<file path="src/rtl/run_sequencer.sv">
// Button-started sequencer: issues NUM_RUNS go/done handshakes to a worker on a
// slower clock, with a debounced start button and a per-wait-state timeout.
module run_sequencer #(
    parameter int          DEBOUNCE_CYCLES = 120000,
    parameter logic [23:0] TIMEOUT_CYCLES  = 24'd12000000,
    parameter int          NUM_RUNS        = 4
) (
    input  logic       clk,
    input  logic       rst,
    input  logic       start_btn,
    input  logic       done_sig,
    output logic       go,
    output logic       busy,
    output logic [3:0] run_count,
    output logic       error
);

    localparam int              DB_W     = $clog2(DEBOUNCE_CYCLES + 1);
    localparam logic [DB_W-1:0] DB_LAST  = DB_W'(DEBOUNCE_CYCLES - 1);
    localparam logic [23:0]     TMO_LAST = TIMEOUT_CYCLES - 24'd1;
    localparam logic [3:0]      RUNS     = 4'(NUM_RUNS);

    typedef enum logic [1:0] {
        S_IDLE = 2'd0,
        S_REQ  = 2'd1,
        S_GAP  = 2'd2,
        S_ERR  = 2'd3
    } state_t;

    logic            r_btn_p0, r_btn_p1;
    logic            r_done_p0, r_done_p1, r_done_p2;
    logic [DB_W-1:0] r_db_cnt;
    logic            r_db, r_db_prev;
    state_t          r_state, w_next;
    logic [23:0]     r_timer, w_timer_nxt;
    logic [3:0]      r_run_count, w_count_nxt;
    logic            r_go, r_busy, r_error;
    logic            w_press_lvl, w_press, w_done_rise, w_timeout;

    // Synchronizer stage: button idles high (released), done idles low
    always_ff @(posedge clk or posedge rst) begin
        if (rst) begin
            r_btn_p0  <= 1'b1;
            r_btn_p1  <= 1'b1;
            r_done_p0 <= 1'b0;
            r_done_p1 <= 1'b0;
            r_done_p2 <= 1'b0;
        end else begin
            r_btn_p0  <= start_btn;
            r_btn_p1  <= r_btn_p0;
            r_done_p0 <= done_sig;
            r_done_p1 <= r_done_p0;
            r_done_p2 <= r_done_p1;
        end
    end

    assign w_press_lvl = ~r_btn_p1;
    assign w_done_rise = r_done_p1 & ~r_done_p2;

    // Debounce stage: any matching sample restarts the stability count
    always_ff @(posedge clk or posedge rst) begin
        if (rst) begin
            r_db_cnt  <= '0;
            r_db      <= 1'b0;
            r_db_prev <= 1'b0;
        end else begin
            r_db_prev <= r_db;
            if (w_press_lvl != r_db) begin
                if (r_db_cnt == DB_LAST) begin
                    r_db     <= w_press_lvl;
                    r_db_cnt <= '0;
                end else begin
                    r_db_cnt <= r_db_cnt + 1'b1;
                end
            end else begin
                r_db_cnt <= '0;
            end
        end
    end

    assign w_press   = r_db & ~r_db_prev;
    assign w_timeout = (r_timer == TMO_LAST);

    always_comb begin
        w_next      = r_state;
        w_timer_nxt = r_timer;
        w_count_nxt = r_run_count;
        case (r_state)
            S_IDLE, S_ERR: begin
                if (w_press) begin
                    w_next      = S_REQ;
                    w_count_nxt = 4'd0;
                    w_timer_nxt = 24'd0;
                end
            end
            S_REQ: begin
                if (w_done_rise) begin
                    w_next      = S_GAP;
                    w_count_nxt = r_run_count + 4'd1;
                    w_timer_nxt = 24'd0;
                end else if (w_timeout) begin
                    w_next = S_ERR;
                end else begin
                    w_timer_nxt = r_timer + 24'd1;
                end
            end
            S_GAP: begin
                if (!r_done_p1) begin
                    w_next      = (r_run_count == RUNS) ? S_IDLE : S_REQ;
                    w_timer_nxt = 24'd0;
                end else if (w_timeout) begin
                    w_next = S_ERR;
                end else begin
                    w_timer_nxt = r_timer + 24'd1;
                end
            end
            default: w_next = S_IDLE;
        endcase
    end

    // Control stage: outputs registered from the next state so they track r_state
    always_ff @(posedge clk or posedge rst) begin
        if (rst) begin
            r_state     <= S_IDLE;
            r_timer     <= 24'd0;
            r_run_count <= 4'd0;
            r_go        <= 1'b0;
            r_busy      <= 1'b0;
            r_error     <= 1'b0;
        end else begin
            r_state     <= w_next;
            r_timer     <= w_timer_nxt;
            r_run_count <= w_count_nxt;
            r_go        <= (w_next == S_REQ);
            r_busy      <= (w_next == S_REQ) || (w_next == S_GAP);
            r_error     <= (w_next == S_ERR);
        end
    end

    assign go        = r_go;
    assign busy      = r_busy;
    assign run_count = r_run_count;
    assign error     = r_error;

endmodule

</file>
<file path="config.mk">
export PLATFORM = sky130hd
export DESIGN_NAME = run_sequencer
export DESIGN_NICKNAME = d
export VERILOG_FILES = /design/src/rtl/run_sequencer.sv
export SDC_FILE = /design/constraint.sdc
export NUM_CORES = 1
export LEC_CHECK = 0
export BUFFER_PORTS_ARGS = -buffer_cell sky130_fd_sc_hd__buf_2
export CORE_ASPECT_RATIO = 0.75
export CORE_MARGIN = 5
export CORE_UTILIZATION = 30
export CTS_BUF_LIST = sky130_fd_sc_hd__clkbuf_4 sky130_fd_sc_hd__clkbuf_8
export DETAILED_ROUTE_END_ITERATION = 10
export PLACE_DENSITY = 0.57
export REMOVE_ABC_BUFFERS = 1
export SYNTH_ARGS = -nofsm -noshare
export SYNTH_HDL_FRONTEND = slang
export SYNTH_SLANG_ARGS = --single-unit
</file>
<file path="constraint.sdc">
create_clock -name clk -period 3.1 [get_ports clk]
set_clock_uncertainty 0.2 [all_clocks]
set_input_delay 0.31 -clock clk [delete_from_list [all_inputs] [get_ports clk]]
set_output_delay 0.31 -clock clk [all_outputs]
set_load 0.01 [all_outputs]
</file>
# Word level (Yosys, flattened, before mapping)

Index checks and enable logic that the tools add are counted.

Input port bits: 4
Word-level logic and storage cells: 56
Flip-flop bits (word level): 57
Output and inout bits: 7

$add $sub $neg: 3
Reductions and logical operators: 6
Bitwise logic cells: 5
Multiplexer cells: 16
Equality and inequality tests: 12

Operators with widths:

| operator                                            | count |
|---|---|
| 2-to-1 mux 24 bit                                   | 4 |
| case mux 24 bit (3 select lines)                    | 1 |
| 2-to-1 mux 17 bit                                   | 2 |
| adder 24 x 1 -> 24 bit, second input constant       | 1 |
| equality test 24 bit, second input constant         | 1 |
| adder 17 x 1 -> 17 bit, second input constant       | 1 |
| equality test 17 bit, second input constant         | 1 |
| equality test 2 bit, second input constant          | 4 |
| 2-to-1 mux 2 bit                                    | 4 |
| 2-to-1 mux 4 bit                                    | 2 |
| case mux 4 bit (2 select lines)                     | 1 |
| case mux 2 bit (3 select lines)                     | 1 |
| adder 4 x 1 -> 4 bit, second input constant         | 1 |
| equality test 2 x 1 -> 1 bit, second input constant | 2 |
| equality test 4 x 3 -> 1 bit, second input constant | 1 |
| != test 2 bit, second input constant                | 2 |
| NOT 1 bit                                           | 3 |
| AND reduction 3 bit                                 | 1 |
| AND 1 bit                                           | 2 |
| zero test 2 bit                                     | 1 |
| AND reduction 2 bit                                 | 1 |
| nonzero test 2 bit                                  | 1 |
| OR reduction 2 bit                                  | 1 |
| logical OR 1 bit                                    | 1 |
| other kinds (2)                                     | 2 |

# Depth between registers and ports, before layout

Gate-level depths: netlist of the first run.

Word-level depth: 6
Gate-level depth with buffers: 8
Depth with buffers taken out: 8

# Worst setup path after synthesis of the first run

Ideal clock, no wire load.

Path type: reg2reg
Start point: register r_state[1]
End point: register r_busy, in the netlist busy
Cell stages (with the launch flop): 8
Path slack: 1030 ps
Arrival: 1757 ps
Clock period less this slack: 2070 ps
Path buffers: 0
Cell sequence: dfrtp_1 ha_1 inv_1 nor2_1 a21oi_1 a21o_1 ha_1 inv_1

Cells in the longest elaborated chain, start to end: 5
Elaborated cells on any way between the ends: 13

Ends and longest elaborated chain:

| what                                                                       | RTL line | text |
|---|---|---|
| from (decl)                                                                | 34       | `state_t r_state, w_next;` |
| from (signal assigned)                                                     | 131      | `r_state <= w_next;` |
| equality test 2 bit, or another cell as far along                          | 88       | `case (r_state)` |
| OR reduction 2 bit, or another cell as far along                           | 88       |  |
| case mux 2 bit (3 select lines) (*)                                        | 88       |  |
| equality test 2 x 1 -> 1 bit / equality test 2 bit (equally long branches) | 135      | `r_busy <= (w_next == S_REQ) \|\| (w_next == S_GAP);` |
| logical OR 1 bit (*)                                                       | 135      |  |
| to (signal assigned)                                                       | 135      |  |
| to (decl)                                                                  | 37       | `logic r_go, r_busy, r_error;` |

Mark *: on every way between the ends. The rest lies on a longest branch, timed or not.
A chain may end at the register's enable or synchronous reset.

# Final worst setup path of the first run

Start point: register r_timer[1]
End point: register r_busy, in the netlist busy

Cells in the longest elaborated chain, start to end: 6
Elaborated cells on any way between the ends: 8

Ends and longest elaborated chain:

| what                                                                       | RTL line | text |
|---|---|---|
| from (decl)                                                                | 35       | `logic [23:0] r_timer, w_timer_nxt;` |
| from (signal assigned)                                                     | 132      | `r_timer <= w_timer_nxt;` |
| equality test 24 bit (*)                                                   | 82       | `assign w_timeout = (r_timer == TMO_LAST);` |
| 2-to-1 mux 2 bit (*)                                                       | 101, 111 |  |
| 2-to-1 mux 2 bit (on tied branches)                                        | 108, 97  |  |
| case mux 2 bit (3 select lines) (*)                                        | 88       |  |
| named net w_next[0]                                                        | 34       |  |
| equality test 2 x 1 -> 1 bit / equality test 2 bit (equally long branches) | 135      |  |
| logical OR 1 bit (*)                                                       | 135      |  |

Mark *: on every way through the listed nets, which the timed path passes. The rest lies on a longest branch.

==> results of run 1 <==
==> power groups by stage <==
| stage | Combinational, mW | Sequential (mW) | Clock, mW |
|---|---|---|---|
| 4_1_cts | 0.0376 | 0.756 | 0.818 |
| 2_1_floorplan | 0.0225 | 0.769 | 0 |
| 3_5_place_dp | 0.0349 | 0.770 | 0 |
| 6_report | 0.0363 | 0.756 | 0.799 |
| 3_3_place_gp | 0.0346 | 0.770 | 0 |
| 5_1_grt | 0.0420 | 0.757 | 0.855 |
==> flip-flops by register name, summed over array words and instances (netlist names), 2 cells and up <==
name and cells:
run_count 4, r_state 2, r_db_cnt 17, r_timer 24
==> synth_stat cells, types with 6 or more instances <==
cell / instances / area, µm²
a21oi_1: 10 / 50.1
a31oi_1: 8 / 50.1
dfrtp_1: 55 / 1380
ha_1: 8 / 100
inv_1: 16 / 60.1
nand2_1: 27 / 101
nand3_1: 17 / 85.1
nand4_1: 9 / 56.3
nor2_1: 23 / 86.3
nor2_2: 11 / 68.8
nor3_1: 6 / 30.0
o21ai_0: 6 / 30.0
o21ai_1: 12 / 60.1
o311ai_1: 6 / 52.6
xnor2_1: 9 / 78.8
xor2_1: 9 / 78.8
==> worst max-delay path: cells and delay by family, from the launching register on <==
family	cells	cell delay (ns)
and+or+nand+nor	3	0.82
AOI/OAI and AO/OA	1	0.40
DFF	1	0.38
adders and majority gates	2	0.49
buffers and inverters	1	0.05
==> layer usage <==
metal / vias up / GRT usage / wire length, µm
met5: - / 0 / 0
met4: 0 / 0.0406 / 75
met3: 8 / 0.0346 / 257
met2: 50 / 0.177 / 2780
met1: 1140 / 0.167 / 3450
li1: 1145 / - / -
==> layout make-up <==
type	count	area, µm²	share of cell area
well taps	132	165	0.0477
repair buffers	20	133	0.0383
clock buffers	9	124	0.0358
clock inverters	7	101	0.0293
inverters	16	60.1	0.0173
multi-input cells	221	1450	0.419
flip-flops and latches	57	1430	0.412
==> kinds of logic after synthesis <==
kind of cell,count (synthesis)
AND/OR/NAND/NOR,129
AO/OA/AOI/OAI,64
flip-flops,57
buffers and inverters,24
XOR/XNOR,18
adder cells (fa/ha/maj),8
multiplexers,2
==> timing repair <==
action | in CTS | in global routing
hold buffers | 3 | 0
buffers inserted | 0 | 0
hold endpoints to repair | 29 | 0
==> worst max path at each step <==
| stage | to | from | cells after the start | slack, ns |
|---|---|---|---|---|
| floorplan | busy$_DFF_PP0_ | r_state[1]$_DFF_PP0_ | 7 | 0.73 |
| global placement | busy$_DFF_PP0_ | r_timer[0]$_DFFE_PP0P_ | 7 | 0.82 |
| detailed placement | busy$_DFF_PP0_ | r_timer[0]$_DFFE_PP0P_ | 7 | 0.72 |
| CTS | busy$_DFF_PP0_ | r_timer[0]$_DFFE_PP0P_ | 7 | 0.72 |
| global route | busy$_DFF_PP0_ | r_timer[15]$_DFFE_PP0P_ | 6 | 0.54 |
| finish | busy$_DFF_PP0_ | r_timer[1]$_DFFE_PP0P_ | 7 | 0.70 |
==> key figures, run 1 <==
Run status
  • Outcome: finished, final reports clean

Yosys
  • Gate count of the mapped netlist: 302
  • Synth Area in Compound Gates: 0.144
  • EDFF count, synth: 0
  • Mapped Area: 3000 µm²
  • Flops & latches, synth: 57
  • Top_reg_cell synth: dfrtp_1
  • Sequential element share of the synthesized area: 0.476
  • Async set-or-reset flop fraction in the synthesized netlist: 1.00
  • Yosys Warn Count: 0
  • Syn Area/Cell: 9.93 µm²
  • Netlist cell types: 54
  • Largest family of logic cells by synthesized area: simple AND/OR/NAND/NOR gates
  • Xor/xnor share of the synthesized area: 0.0526
  • Mux cell area share after synthesis: 0.00668
  • Simple-gate share of the synthesized area: 0.248
  • Synthesized-area fraction occupied by adder cells: 0.0334

Cells and area
  • Most common cell after layout, fill and taps aside: dfrtp_1
  • Nets@finish: 337
  • Core Util, Final: 0.357
  • Layout cells sized above 1: 0.170
  • P&R area growth vs syn: 15.5%
  • Final cell count without fillers: 462
  • Fill cells: 1004
  • Most frequent cells in the layout: 55 x dfrtp_1, 27 x nand2_1, 23 x nor2_1
  • Finished Cell Area: 3460 µm²
  • ANT cells: 0

Worst hold path
  • Worst hold start: r_done_p0$_DFF_PP0_
  • Hold Path Depth: 0
  • Type of the worst min-delay path: flop to flop
  • WHS Endpoint: r_done_p1$_DFF_PP0_

Critical path
  • Most frequent CP cell: ha_1
  • FF-to-FF End: busy$_DFF_PP0_
  • Arr. time, crit path: 2.49 ns
  • CP max stage cell: a31oi_1
  • Crit-path cells: ha_1 -> nand2_1 -> nor2_2 -> nand4_1 -> a31oi_1 -> ha_1 -> inv_1
  • R2R cell count: 7
  • Critical path's largest stage delay: 0.40 ns
  • CP max FO: 8
  • Critical Path RT: 3.19 ns
  • R2r startpoint: r_timer[1]$_DFFE_PP0P_
  • Setup CP Type: flop to flop
  • R2r setup slk: 0.70 ns
  • Setup crit end kind: flop
  • Setup crit start kind: flop

Power
  • Pwr Total: 1.59 mW
  • Pleak: 1.49 nW
  • Worst VDD drop: 0.000225 V
  • Sw Share: 0.233
  • Pwr per Cell Area: 459 nW/µm²
  • Clock network power share: 0.502
  • Combinational share of power: 0.023
  • Int Pwr: 1.22 mW
  • Sw Pwr: 0.371 mW
  • Register share of total power: 0.475

STA
  • Slew Viols, Final: 0
  • Setup TNS: 0 ns
  • RSZ-0062 raised after global routing: false
  • Fin. Hold Viols: 0
  • Final setup margin: 0.705 ns
  • FMAX: 417 MHz
  • Min Clock Period, post-route: 2.40 ns
  • Period utilization: 0.773
  • Worst Max-Slew Pin Slew: 0.629 ns
  • Setup violations, final: 0
  • Slew HR: 0.580
  • Minimum hold slack: 0.153 ns

Die
  • Cell Rows: 31
  • Boundary Pins: 11
  • Initial core utilization: 0.309
  • Core area: 9700 µm²
  • Die W: 125 µm
  • Die height: 96.6 µm
  • Die area: 12100 µm²

Clocking
  • CTS tree: built
  • Clock latency on the worst-skew pair: 0.35 ns
  • Clk sinks: 57
  • Clock root buffer: clkbuf_8
  • CTS-repair resized insts: 0
  • Reg clk slew, reported paths: 0.08 ns
  • CTS H-tree lvls: 3
  • Cts bufs inserted: 9
  • CTS Buffer Depth: 2

Global routing
  • Initial antenna violation count: 0
  • Grt total ovfl: 0
  • Vias in the first global route: 2280
  • Global Route Usage Sum: 0.119
  • First-pass GRT wire length: 11400 µm
  • Largest net degree at the start of global routing: 30

Placed design
  • Placer Congestion: 0.803
  • Pre-CTS setup slack: 0.718 ns
  • DP Wirelength: 4670 µm
  • Cell Area, Placed: 3210 µm²
  • Placed cell count: 443
  • Port buffer count: 10

Detailed routing
  • DRT iter0 DRCs: 151
  • DRT antenna net count: 0
  • DRC viols: 0
  • Final WL: 6560 µm
  • Post-DR wirelength/cell: 14.2 µm
  • Vias per cell: 5.07
  • Routed vias: 2343
  • Drt pass-1 iters: 6

Job
  • Max Cap Violations: 0
No activity file was read; power rests on OpenSTA's default activity.
==> inputs of run 2 (changes only) <==
- clock period: 3.1 -> 2.4 ns (I/O delays scaled with it)
==> key figures, run 2 (synthesis gave the netlist of run 1 again) <==
STA
  • Period utilization: 0.925
  • Setup violations, final: 0
  • Worst Max-Slew Pin Slew: 0.532 ns
  • Slew Viols, Final: 0
  • Setup TNS: 0 ns
  • Min Clock Period, post-route: 2.22 ns
  • Slew HR: 0.642
  • RSZ-0062 raised after global routing: false
  • Fin. Hold Viols: 0
  • FMAX: 451 MHz

Cells and area
  • Most frequent cells in the layout: 55 x dfrtp_1, 27 x nand2_1, 23 x nor2_1
  • ANT cells: 0
  • Multi-input logic area: 1460 µm²
  • Final cell count without fillers: 470
  • Reg with most FFs: r_timer
  • Layout cells sized above 1: 0.192
  • Nets@finish: 345
  • Max FFs per register: 24
  • Storage element area: 1430 µm²
  • Fill cells: 988
  • Most common cell after layout, fill and taps aside: dfrtp_1
  • P&R area growth vs syn: 18.3%

Critical path
  • Crit-path cells: nor4b_1 -> and3_1 -> nand4_1 -> a31oi_2 -> ha_1 -> inv_1
  • Setup crit start kind: flop
  • CP max stage cell: dfrtp_1
  • CP max FO: 8
  • Setup crit end kind: flop
  • Setup CP Type: flop to flop
  • Critical Path RT: 2.47 ns
  • Critical path's largest stage delay: 0.45 ns
  • Arr. time, crit path: 2.29 ns

Placed design
  • Placed cell count: 451
  • Placer Congestion: 0.822
  • DP Wirelength: 4490 µm
  • Port buffer count: 10

Power
  • Worst VDD drop: 0.000441 V
  • Pleak: 1.55 nW
  • Pwr per Cell Area: 579 nW/µm²

Global routing
  • Initial antenna violation count: 0
  • Largest net degree at the start of global routing: 58
  • Global Route Usage Sum: 0.114
  • Grt total ovfl: 0
  • First-pass GRT wire length: 11200 µm
  • Vias in the first global route: 2254

Run status
  • Outcome: finished, final reports clean

Detailed routing
  • Final WL: 6390 µm
  • DRT antenna net count: 0
  • DRT iter0 DRCs: 165
  • Post-DR wirelength/cell: 13.6 µm
  • Drt pass-1 iters: 5
  • Vias per cell: 5.02
  • Routed vias: 2361
  • DRC viols: 0

Clocking
  • Reg clk slew, reported paths: 0.07 ns
  • Clock latency on the worst-skew pair: 0.33 ns
  • CTS H-tree lvls: 3
  • CTS tree: built
  • Cts bufs inserted: 9
  • Clock root buffer: clkbuf_8
  • CTS Buffer Depth: 2
  • Clk sinks: 57

Die
  • Cell Rows: 31
  • Initial core utilization: 0.309
  • Core area: 9700 µm²
  • Die area: 12100 µm²
  • Die height: 96.6 µm
  • Die W: 125 µm
  • Boundary Pins: 11

Job
  • Max Cap Violations: 0

Worst hold path
  • Type of the worst min-delay path: flop to flop
## run 2: cell types whose count changed in the layout (fill, tap and decap cells not counted), sizes merged
| cell | delta |
|---|---|
| clkinv | +1 |
| clkbuf | +2 |
| inv | -2 |
| clkinvlp | -1 |
| buf | +8 |
## run 2: critical path, delay by kind of cell, from the launching register on
family | cells | cell delay (ns)
compound gates | 1 | 0.30
fa+ha+maj | 1 | 0.27
buf+inv | 1 | 0.05
flops | 1 | 0.45
simple gates | 3 | 0.88
## run 2: per-stage QoR
| step | setup WS, ns | power [mW] | area (µm²) | utilization | hold slack, ns |
|---|---|---|---|---|---|
| after floorplan | 0.0348 | 1.02 | 2940 | - | 0.0445 |
| after global placement | 0.257 | 1.04 | 3280 | 0.338 | 0.126 |
| after detailed placement | 0.173 | 1.04 | 3280 | 0.338 | 0.122 |
| after CTS | 0.120 | 2.09 | 3540 | 0.365 | 0.157 |
| after global routing | 0.00938 | 2.14 | 3550 | 0.366 | 0.169 |
| final | 0.181 | 2.05 | 3550 | 0.366 | 0.154 |
## run 2: final timing paths
kind,start,end,slack (ns),cells past startpoint
max,r_timer[15]$_DFFE_PP0P_,busy$_DFF_PP0_,0.18,6
min,r_done_p0$_DFF_PP0_,r_done_p1$_DFF_PP0_,0.15,0
max reg2reg,r_timer[15]$_DFFE_PP0P_,busy$_DFF_PP0_,0.18,6
min reg2reg,r_done_p0$_DFF_PP0_,r_done_p1$_DFF_PP0_,0.15,0
max in group asynchronous,rst,r_btn_p1$_DFF_PP1_,1.37,4
min in group asynchronous,rst,r_timer[23]$_DFFE_PP0P_,0.31,4
## run 2: where the power goes
| group | switching, mW | internal [mW] | leakage (nW) |
|---|---|---|---|
| Clock | 0.392 | 0.637 | 0.115 |
| Sequential | 0.00692 | 0.970 | 0.780 |
| Combinational | 0.0318 | 0.0159 | 0.650 |
## run 2: timing repair
item                                    CTS  global route
resized for setup                         0             1
hold endpoints to repair                 57             0
setup buffers                             0             0
endpoints found under the setup margin    0             1
hold buffers                              3             0
## run 2: final cells by class
type                            instances  area share
Clock buffer                           11      0.0427
Clock inverter                          5      0.0219
Inverter                               16      0.0169
Multi-Input combinational cell        221       0.411
Sequential cell                        57       0.403
Tap cell                              132      0.0466
Timing Repair Buffer                   28      0.0578
## run 2: metal layers
metal | GRT usage | share of wire
met5 | 0 | 0
met4 | 0.0496 | 0.018
met3 | 0.0275 | 0.037
met2 | 0.172 | 0.43
met1 | 0.158 | 0.52
